File: src/rtl/conv_sched_if.sv
// Interface for the convolution sequencer.
// Carries the frame control, image read, MAC tap and write-back signals.
interface conv_sched_if #(
    parameter int unsigned AW = 12
) ();
    logic          start;
    logic          busy;
    logic          done;
    logic          ird;
    logic [AW-1:0] iaddr;
    logic          tap_vld;
    logic [3:0]    tap_idx;
    logic          tap_pad;
    logic          tap_first;
    logic          wr_req;
    logic [AW-1:0] wr_addr;
    logic          wr_ack;

    // Sequencer side
    modport master (
        input  start, wr_ack,
        output busy, done, ird, iaddr, tap_vld, tap_idx, tap_pad, tap_first, wr_req, wr_addr
    );

    // Memory / MAC / controller side
    modport slave (
        output start, wr_ack,
        input  busy, done, ird, iaddr, tap_vld, tap_idx, tap_pad, tap_first, wr_req, wr_addr
    );
endinterface

File: src/rtl/conv_sched.sv
// 3x3 convolution sequencer: raster-scans output pixels, issues the nine
// window reads (padding taps outside the image), tags taps for the MAC and
// requests a write-back of each result through a req/ack handshake.
module conv_sched #(
    parameter int unsigned IMG_W   = 64,
    parameter int unsigned IMG_H   = 64,
    parameter int unsigned AW      = 12,
    parameter int unsigned MAC_LAT = 1
) (
    input logic         clk,
    input logic         reset,
    conv_sched_if.master bus
);

    localparam int unsigned XW = $clog2(IMG_W);
    localparam int unsigned YW = $clog2(IMG_H);

    typedef enum logic [2:0] {StIdle, StFetch, StDrain, StWrite, StDone} state_e;

    state_e        state_q, state_d;
    logic [3:0]    k_q, k_d;
    logic [XW-1:0] x_q, x_d;
    logic [YW-1:0] y_q, y_d;
    logic [2:0]    cnt_q, cnt_d;

    logic          busy_q, done_q, ird_q;
    logic [AW-1:0] iaddr_q;
    logic          tap_vld_q, tap_pad_q, tap_first_q;
    logic [3:0]    tap_idx_q;
    logic          wr_req_q;
    logic [AW-1:0] wr_addr_q;

    logic          issue_d;
    logic          fetch_q;

    // True when tap k of the window centred on (x, y) lies inside the image.
    // Bounds are explicit compares so coordinates never wrap.
    function automatic logic tap_in(input logic [3:0] k, input logic [XW-1:0] x,
                                    input logic [YW-1:0] y);
        logic [3:0] r;
        logic [3:0] c;
        r = k / 4'd3;
        c = k - r * 4'd3;
        return !((c == 4'd0 && x == '0) ||
                 (c == 4'd2 && x == XW'(IMG_W - 1)) ||
                 (r == 4'd0 && y == '0) ||
                 (r == 4'd2 && y == YW'(IMG_H - 1)));
    endfunction

    // Address of tap k; only meaningful when tap_in() holds.
    function automatic logic [AW-1:0] tap_addr(input logic [3:0] k, input logic [XW-1:0] x,
                                               input logic [YW-1:0] y);
        logic [3:0]    r;
        logic [3:0]    c;
        logic [XW-1:0] px;
        logic [YW-1:0] py;
        r  = k / 4'd3;
        c  = k - r * 4'd3;
        px = x + XW'(c) - XW'(1);
        py = y + YW'(r) - YW'(1);
        return (AW'(py) << XW) + AW'(px);
    endfunction

    // Next-state logic: frame scan, tap counter, drain counter and handshake.
    always_comb begin
        state_d = state_q;
        k_d     = k_q;
        x_d     = x_q;
        y_d     = y_q;
        cnt_d   = cnt_q;
        unique case (state_q)
            StIdle: begin
                if (bus.start) begin
                    state_d = StFetch;
                    k_d     = '0;
                    x_d     = '0;
                    y_d     = '0;
                end
            end
            StFetch: begin
                if (k_q == 4'd8) begin
                    state_d = StDrain;
                    k_d     = '0;
                    cnt_d   = '0;
                end else begin
                    k_d = k_q + 4'd1;
                end
            end
            StDrain: begin
                // Covers the last tap landing plus the MAC pipeline.
                if (cnt_q == 3'(MAC_LAT)) begin
                    state_d = StWrite;
                end else begin
                    cnt_d = cnt_q + 3'd1;
                end
            end
            StWrite: begin
                if (bus.wr_ack) begin
                    if (x_q == XW'(IMG_W - 1) && y_q == YW'(IMG_H - 1)) begin
                        state_d = StDone;
                    end else begin
                        state_d = StFetch;
                        k_d     = '0;
                        if (x_q == XW'(IMG_W - 1)) begin
                            x_d = '0;
                            y_d = y_q + YW'(1);
                        end else begin
                            x_d = x_q + XW'(1);
                        end
                    end
                end
            end
            StDone: begin
                state_d = StIdle;
                x_d     = '0;
                y_d     = '0;
            end
            default: state_d = StIdle;
        endcase
    end

    assign issue_d = (state_d == StFetch) && tap_in(k_d, x_d, y_d);
    assign fetch_q = (state_q == StFetch);

    // State and registered outputs; the tap tags trail the issue cycle by one
    // so they line up with the returning image data.
    always_ff @(posedge clk or negedge reset) begin
        if (!reset) begin
            state_q     <= StIdle;
            k_q         <= '0;
            x_q         <= '0;
            y_q         <= '0;
            cnt_q       <= '0;
            busy_q      <= 1'b0;
            done_q      <= 1'b0;
            ird_q       <= 1'b0;
            iaddr_q     <= '0;
            tap_vld_q   <= 1'b0;
            tap_idx_q   <= '0;
            tap_pad_q   <= 1'b0;
            tap_first_q <= 1'b0;
            wr_req_q    <= 1'b0;
            wr_addr_q   <= '0;
        end else begin
            state_q     <= state_d;
            k_q         <= k_d;
            x_q         <= x_d;
            y_q         <= y_d;
            cnt_q       <= cnt_d;
            busy_q      <= (state_d == StFetch) || (state_d == StDrain) || (state_d == StWrite);
            done_q      <= (state_d == StDone);
            ird_q       <= issue_d;
            if (issue_d) begin
                iaddr_q <= tap_addr(k_d, x_d, y_d);
            end
            tap_vld_q   <= fetch_q;
            tap_idx_q   <= fetch_q ? k_q : 4'd0;
            tap_pad_q   <= fetch_q && !tap_in(k_q, x_q, y_q);
            tap_first_q <= fetch_q && (k_q == 4'd0);
            wr_req_q    <= (state_d == StWrite);
            if (state_d == StWrite) begin
                wr_addr_q <= (AW'(y_d) << XW) + AW'(x_d);
            end
        end
    end

    assign bus.busy      = busy_q;
    assign bus.done      = done_q;
    assign bus.ird       = ird_q;
    assign bus.iaddr     = iaddr_q;
    assign bus.tap_vld   = tap_vld_q;
    assign bus.tap_idx   = tap_idx_q;
    assign bus.tap_pad   = tap_pad_q;
    assign bus.tap_first = tap_first_q;
    assign bus.wr_req    = wr_req_q;
    assign bus.wr_addr   = wr_addr_q;

endmodule

File: src/flat_wrapper.sv
// flat-port wrapper written by rule: the top's interface ports become plain ports
module conv_sched_flat 
#(
    parameter int unsigned IMG_W   = 64,
    parameter int unsigned IMG_H   = 64,
    parameter int unsigned AW      = 12,
    parameter int unsigned MAC_LAT = 1
)
  (clk, reset, bus_start, bus_wr_ack, bus_busy, bus_done, bus_ird, bus_iaddr, bus_tap_vld, bus_tap_idx, bus_tap_pad, bus_tap_first, bus_wr_req, bus_wr_addr);
  conv_sched_if #(.AW(AW)) bus_i ();
  input logic clk;
  input logic reset;
  input wire logic [$bits(bus_i.start)-1:0] bus_start;
  input wire logic [$bits(bus_i.wr_ack)-1:0] bus_wr_ack;
  output wire logic [$bits(bus_i.busy)-1:0] bus_busy;
  output wire logic [$bits(bus_i.done)-1:0] bus_done;
  output wire logic [$bits(bus_i.ird)-1:0] bus_ird;
  output wire logic [$bits(bus_i.iaddr)-1:0] bus_iaddr;
  output wire logic [$bits(bus_i.tap_vld)-1:0] bus_tap_vld;
  output wire logic [$bits(bus_i.tap_idx)-1:0] bus_tap_idx;
  output wire logic [$bits(bus_i.tap_pad)-1:0] bus_tap_pad;
  output wire logic [$bits(bus_i.tap_first)-1:0] bus_tap_first;
  output wire logic [$bits(bus_i.wr_req)-1:0] bus_wr_req;
  output wire logic [$bits(bus_i.wr_addr)-1:0] bus_wr_addr;
  assign bus_i.start = bus_start;
  assign bus_i.wr_ack = bus_wr_ack;
  assign bus_busy = bus_i.busy;
  assign bus_done = bus_i.done;
  assign bus_ird = bus_i.ird;
  assign bus_iaddr = bus_i.iaddr;
  assign bus_tap_vld = bus_i.tap_vld;
  assign bus_tap_idx = bus_i.tap_idx;
  assign bus_tap_pad = bus_i.tap_pad;
  assign bus_tap_first = bus_i.tap_first;
  assign bus_wr_req = bus_i.wr_req;
  assign bus_wr_addr = bus_i.wr_addr;
  conv_sched #(.IMG_W(IMG_W), .IMG_H(IMG_H), .AW(AW), .MAC_LAT(MAC_LAT)) u_core (.clk(clk), .reset(reset), .bus(bus_i));
endmodule
File: config.mk
export PLATFORM = sky130hd
export DESIGN_NAME = conv_sched_flat
export DESIGN_NICKNAME = d
export VERILOG_FILES = /design/src/rtl/conv_sched_if.sv /design/src/rtl/conv_sched.sv /design/src/flat_wrapper.sv
export SDC_FILE = /design/constraint.sdc
export NUM_CORES = 1
export LEC_CHECK = 0
export CAP_MARGIN = 20
export CELL_PAD_IN_SITES_DETAIL_PLACEMENT = 0
export CELL_PAD_IN_SITES_GLOBAL_PLACEMENT = 2
export CORE_AREA = 2 2 106 108
export DETAILED_ROUTE_END_ITERATION = 6
export DIE_AREA = 0 0 108 110
export PLACE_DENSITY = 0.83
export SLEW_MARGIN = 20
export SYNTH_ARGS = -nofsm -noshare
export SYNTH_HDL_FRONTEND = slang
export SYNTH_SLANG_ARGS = --single-unit
File: constraint.sdc
create_clock -name clk -period 7.9 [get_ports clk]
set_clock_uncertainty 0.15 [all_clocks]
set_input_delay 0.79 -clock clk [delete_from_list [all_inputs] [get_ports clk]]
set_output_delay 0.79 -clock clk [all_outputs]
set_load 0.01 [all_outputs]
==> impl_metrics.env <==
export IMPL_status="completed"
export IMPL_wl_per_cell_um=15.2
export IMPL_gp_congestion=0.827
export IMPL_grt_overflow=0
export IMPL_fill_cells=1027
export IMPL_post_cts_buffers=0
export IMPL_syn_nets=464
export IMPL_io_pins=39
export IMPL_slew_viol_final=0
export IMPL_crit_fanout=8
export IMPL_hold_end="u_core.bus.wr_addr[3]"
export IMPL_chipHeight_um=110
export IMPL_reg2reg_slack_ns=2.00
export IMPL_drt_iter0_markers=78
export IMPL_cts_clk_slew_worst_paths_ns=0.07
export IMPL_die_width_um=108
export IMPL_fin_crit_sh=0.774
export IMPL_grt_usage=0.166
export IMPL_cts_sinks=57
export IMPL_cts_buffers=9
export IMPL_synth_cells=408
export IMPL_grt_pass1_vias=2925
export IMPL_ys_warn_count=0
export IMPL_critical_path_slowest_cell="clkdlybuf4s50_1"
export IMPL_crit_required_ns=7.98
export IMPL_yosysTopAreaCellShare=0.363
export IMPL_synth_area_sq_um=3930
export IMPL_routed_wl_mm=9.01
export IMPL_cp_num_buf_inv=6
export IMPL_synth_seq_cells=57
export IMPL_grt_pass1_wl_mm=15.0
export IMPL_synthTopCellsByArea="dfrtp_1, ha_1, inv_1"
export IMPL_seq_area_frac_synth=0.363
export IMPL_cp_arrival_ns=6.19
export IMPL_cts_tree="built"
export IMPL_synth_top_cell_by_area="dfrtp_1"
export IMPL_die_area_sq_um=11900
export IMPL_cp_start_kind="input pin"
export IMPL_synth_edff_count=0
export IMPL_tightest_slew_ns=0.781
export IMPL_rsz0062_at_grt="no"
export IMPL_min_from="u_core.bus.wr_addr[3]"
export IMPL_drt_first_pass_iters=4
export IMPL_min_path_type="flop to flop"
export IMPL_finalSetupViolCount=0
export IMPL_reg2reg_from="u_core.x_q[0]"
export IMPL_ctsResizeCount=0
export IMPL_worst_setup_path_type="input pin to flop"
export IMPL_area_growth_pct=19.3
export IMPL_fmax_mhz=164
export IMPL_cts_hold_buffers=0
export IMPL_grt_max_degree=58
export IMPL_hold_viol=0
export IMPL_critPathMaxStageDelay_ns=0.65
export IMPL_coreArea_sq_um=10700
export IMPL_drive_gt1_frac=0.0929
export IMPL_htreeDepth=3
export IMPL_endpoint_kind="flop"
export IMPL_finalCriticalPeriod_ns=6.12
export IMPL_vias=2940
export IMPL_remaining_drc_errors=0
export IMPL_hold_depth=2
export IMPL_r2r_end="u_core.bus.iaddr[5]"
export IMPL_io_buffers=38
export IMPL_ctsLongestPathBuffers=2
export IMPL_place_detailed_hpwl_mm=6.72
export IMPL_antenna_left=0
export IMPL_diodes=0
export IMPL_synthFlopType="dfrtp_1"
export IMPL_ys_async_sr_fraction=1.00
export IMPL_worstRegToRegCells=25
export IMPL_antenna_found_initial=0
export IMPL_yosysUniqueCellTypes=63
export IMPL_drv_cap=0
export IMPL_cts_root_buf="clkbuf_8"
export IMPL_avgSynthCellArea_sq_um=9.62
export IMPL_fin_tns_setup_ns=0
export IMPL_rows=38
export IMPL_nNetsFinal=503
export IMPL_maxSlewHeadroom=0.478
export IMPL_cp_top_family="adder cells"
export IMPL_vias_per_cell=4.97
export IMPL_start_util=0.367
export IMPL_clk_latency_ns=0.34
==> worst max path at each step <==
stage | to | depth (start not counted) | slack [ns] | from
floorplan | u_core.bus.iaddr[5] | 23 | 2.33 | bus_wr_ack
global placement | u_core.bus.iaddr[5] | 25 | 1.51 | bus_wr_ack
detailed placement | u_core.bus.iaddr[5] | 25 | 1.41 | bus_wr_ack
CTS | u_core.bus.iaddr[5] | 25 | 1.78 | bus_wr_ack
global route | u_core.bus.iaddr[5] | 25 | 1.45 | bus_wr_ack
finish | u_core.bus.iaddr[5] | 25 | 1.78 | bus_wr_ack
==> worst min-delay path, cell delays in order, from the launching register on <==
cell,delay (ns)
dfrtp_1,0.34
nand2_1,0.05
o21ai_0,0.06
==> synthesized netlist by cell type (2+ instances only) <==
cell type / n
inv_1: 66
dfrtp_1: 57
ha_1: 46
nand2_1: 38
o21ai_0: 26
a21oi_1: 18
nor2_1: 18
mux2_4: 9
xnor2_1: 9
a21o_1: 8
a31oi_1: 8
nor3_1: 8
clkbuf_1: 7
nand3_1: 7
nand4_1: 7
fa_1: 6
o21a_1: 4
xor2_1: 4
and2_1: 3
buf_2: 3
mux2i_1: 3
o21ai_1: 3
or3_1: 3
a2bb2oi_1: 2
a32oi_1: 2
a41oi_1: 2
nand2b_1: 2
nor2b_1: 2
nor4_1: 2
o221ai_4: 2
==> flip-flops by register name (all words and copies together) (netlist names), 3 cells and up <==
register            flops
u_core.x_q              6
u_core.state_q          3
u_core.k_q              4
u_core.bus.wr_addr     12
u_core.y_q              6
u_core.bus.tap_idx      4
u_core.cnt_q            3
u_core.bus.iaddr       12
==> per-stage QoR <==
stage | worst slack (ns) | hold WS [ns] | cell area, sq um | util | std cells
after detailed placement | 1.41 | 0.324 | 4430 | 0.414 | 576
after floorplan | 2.33 | 0.331 | 3930 | - | 408
final | 1.78 | 0.332 | 4680 | 0.438 | 592
after CTS | 1.78 | 0.343 | 4680 | 0.438 | 592
after global routing | 1.45 | 0.358 | 4680 | 0.438 | 592
after global placement | 1.51 | 0.315 | 4430 | 0.414 | 576
==> per-layer routing <==
layer | vias up | share of wire | global-route usage
li1 | 1477 | - | -
met1 | 1384 | 0.49 | 0.232
met2 | 68 | 0.46 | 0.260
met3 | 11 | 0.033 | 0.0317
met4 | 0 | 0.013 | 0.0540
met5 | - | 0 | 0
==> placed cells by master, fill, tap and decap left out, drive strengths merged, types with 3 or more instances in the layout <==
cell,n
nor2,19
nand3,7
a41oi,3
inv,67
clkdlybuf4s50,37
a31oi,8
a21oi,18
and2,4
nor3,9
clkbuf,10
o221ai,3
fa,6
mux2,9
o21a,5
nand2,39
or3,3
dfrtp,57
o21ai,29
nand4,7
bufinv,3
xnor2,9
xor2,4
ha,46
a21o,8
mux2i,3
==> logic make-up (layout without fill, tap and decap cells) <==
kind of cell	after synthesis	after routing	synth area share
and+or+nand+nor	103	103	0.133
AOI/OAI and AO/OA	92	92	0.170
buffers and inverters	78	122	0.0787
DFF	57	57	0.363
adders and majority gates	52	52	0.177
xor gates and xnor gates	14	14	0.0351
muxes	12	12	0.0421
==> final cells by class <==
cell class	count	area [sq um]	area share
multi-input combinational	273	2190	0.468
sequential	57	1430	0.305
timing repair buffer	39	383	0.0818
inverter	67	256	0.0548
tap	140	175	0.0374
clock buffer	10	138	0.0294
clock inverter	6	115	0.0246
Power is left out: the tool's default activity adds up to more than one toggle a clock period on the data nets, which glitch-free logic cannot reach.
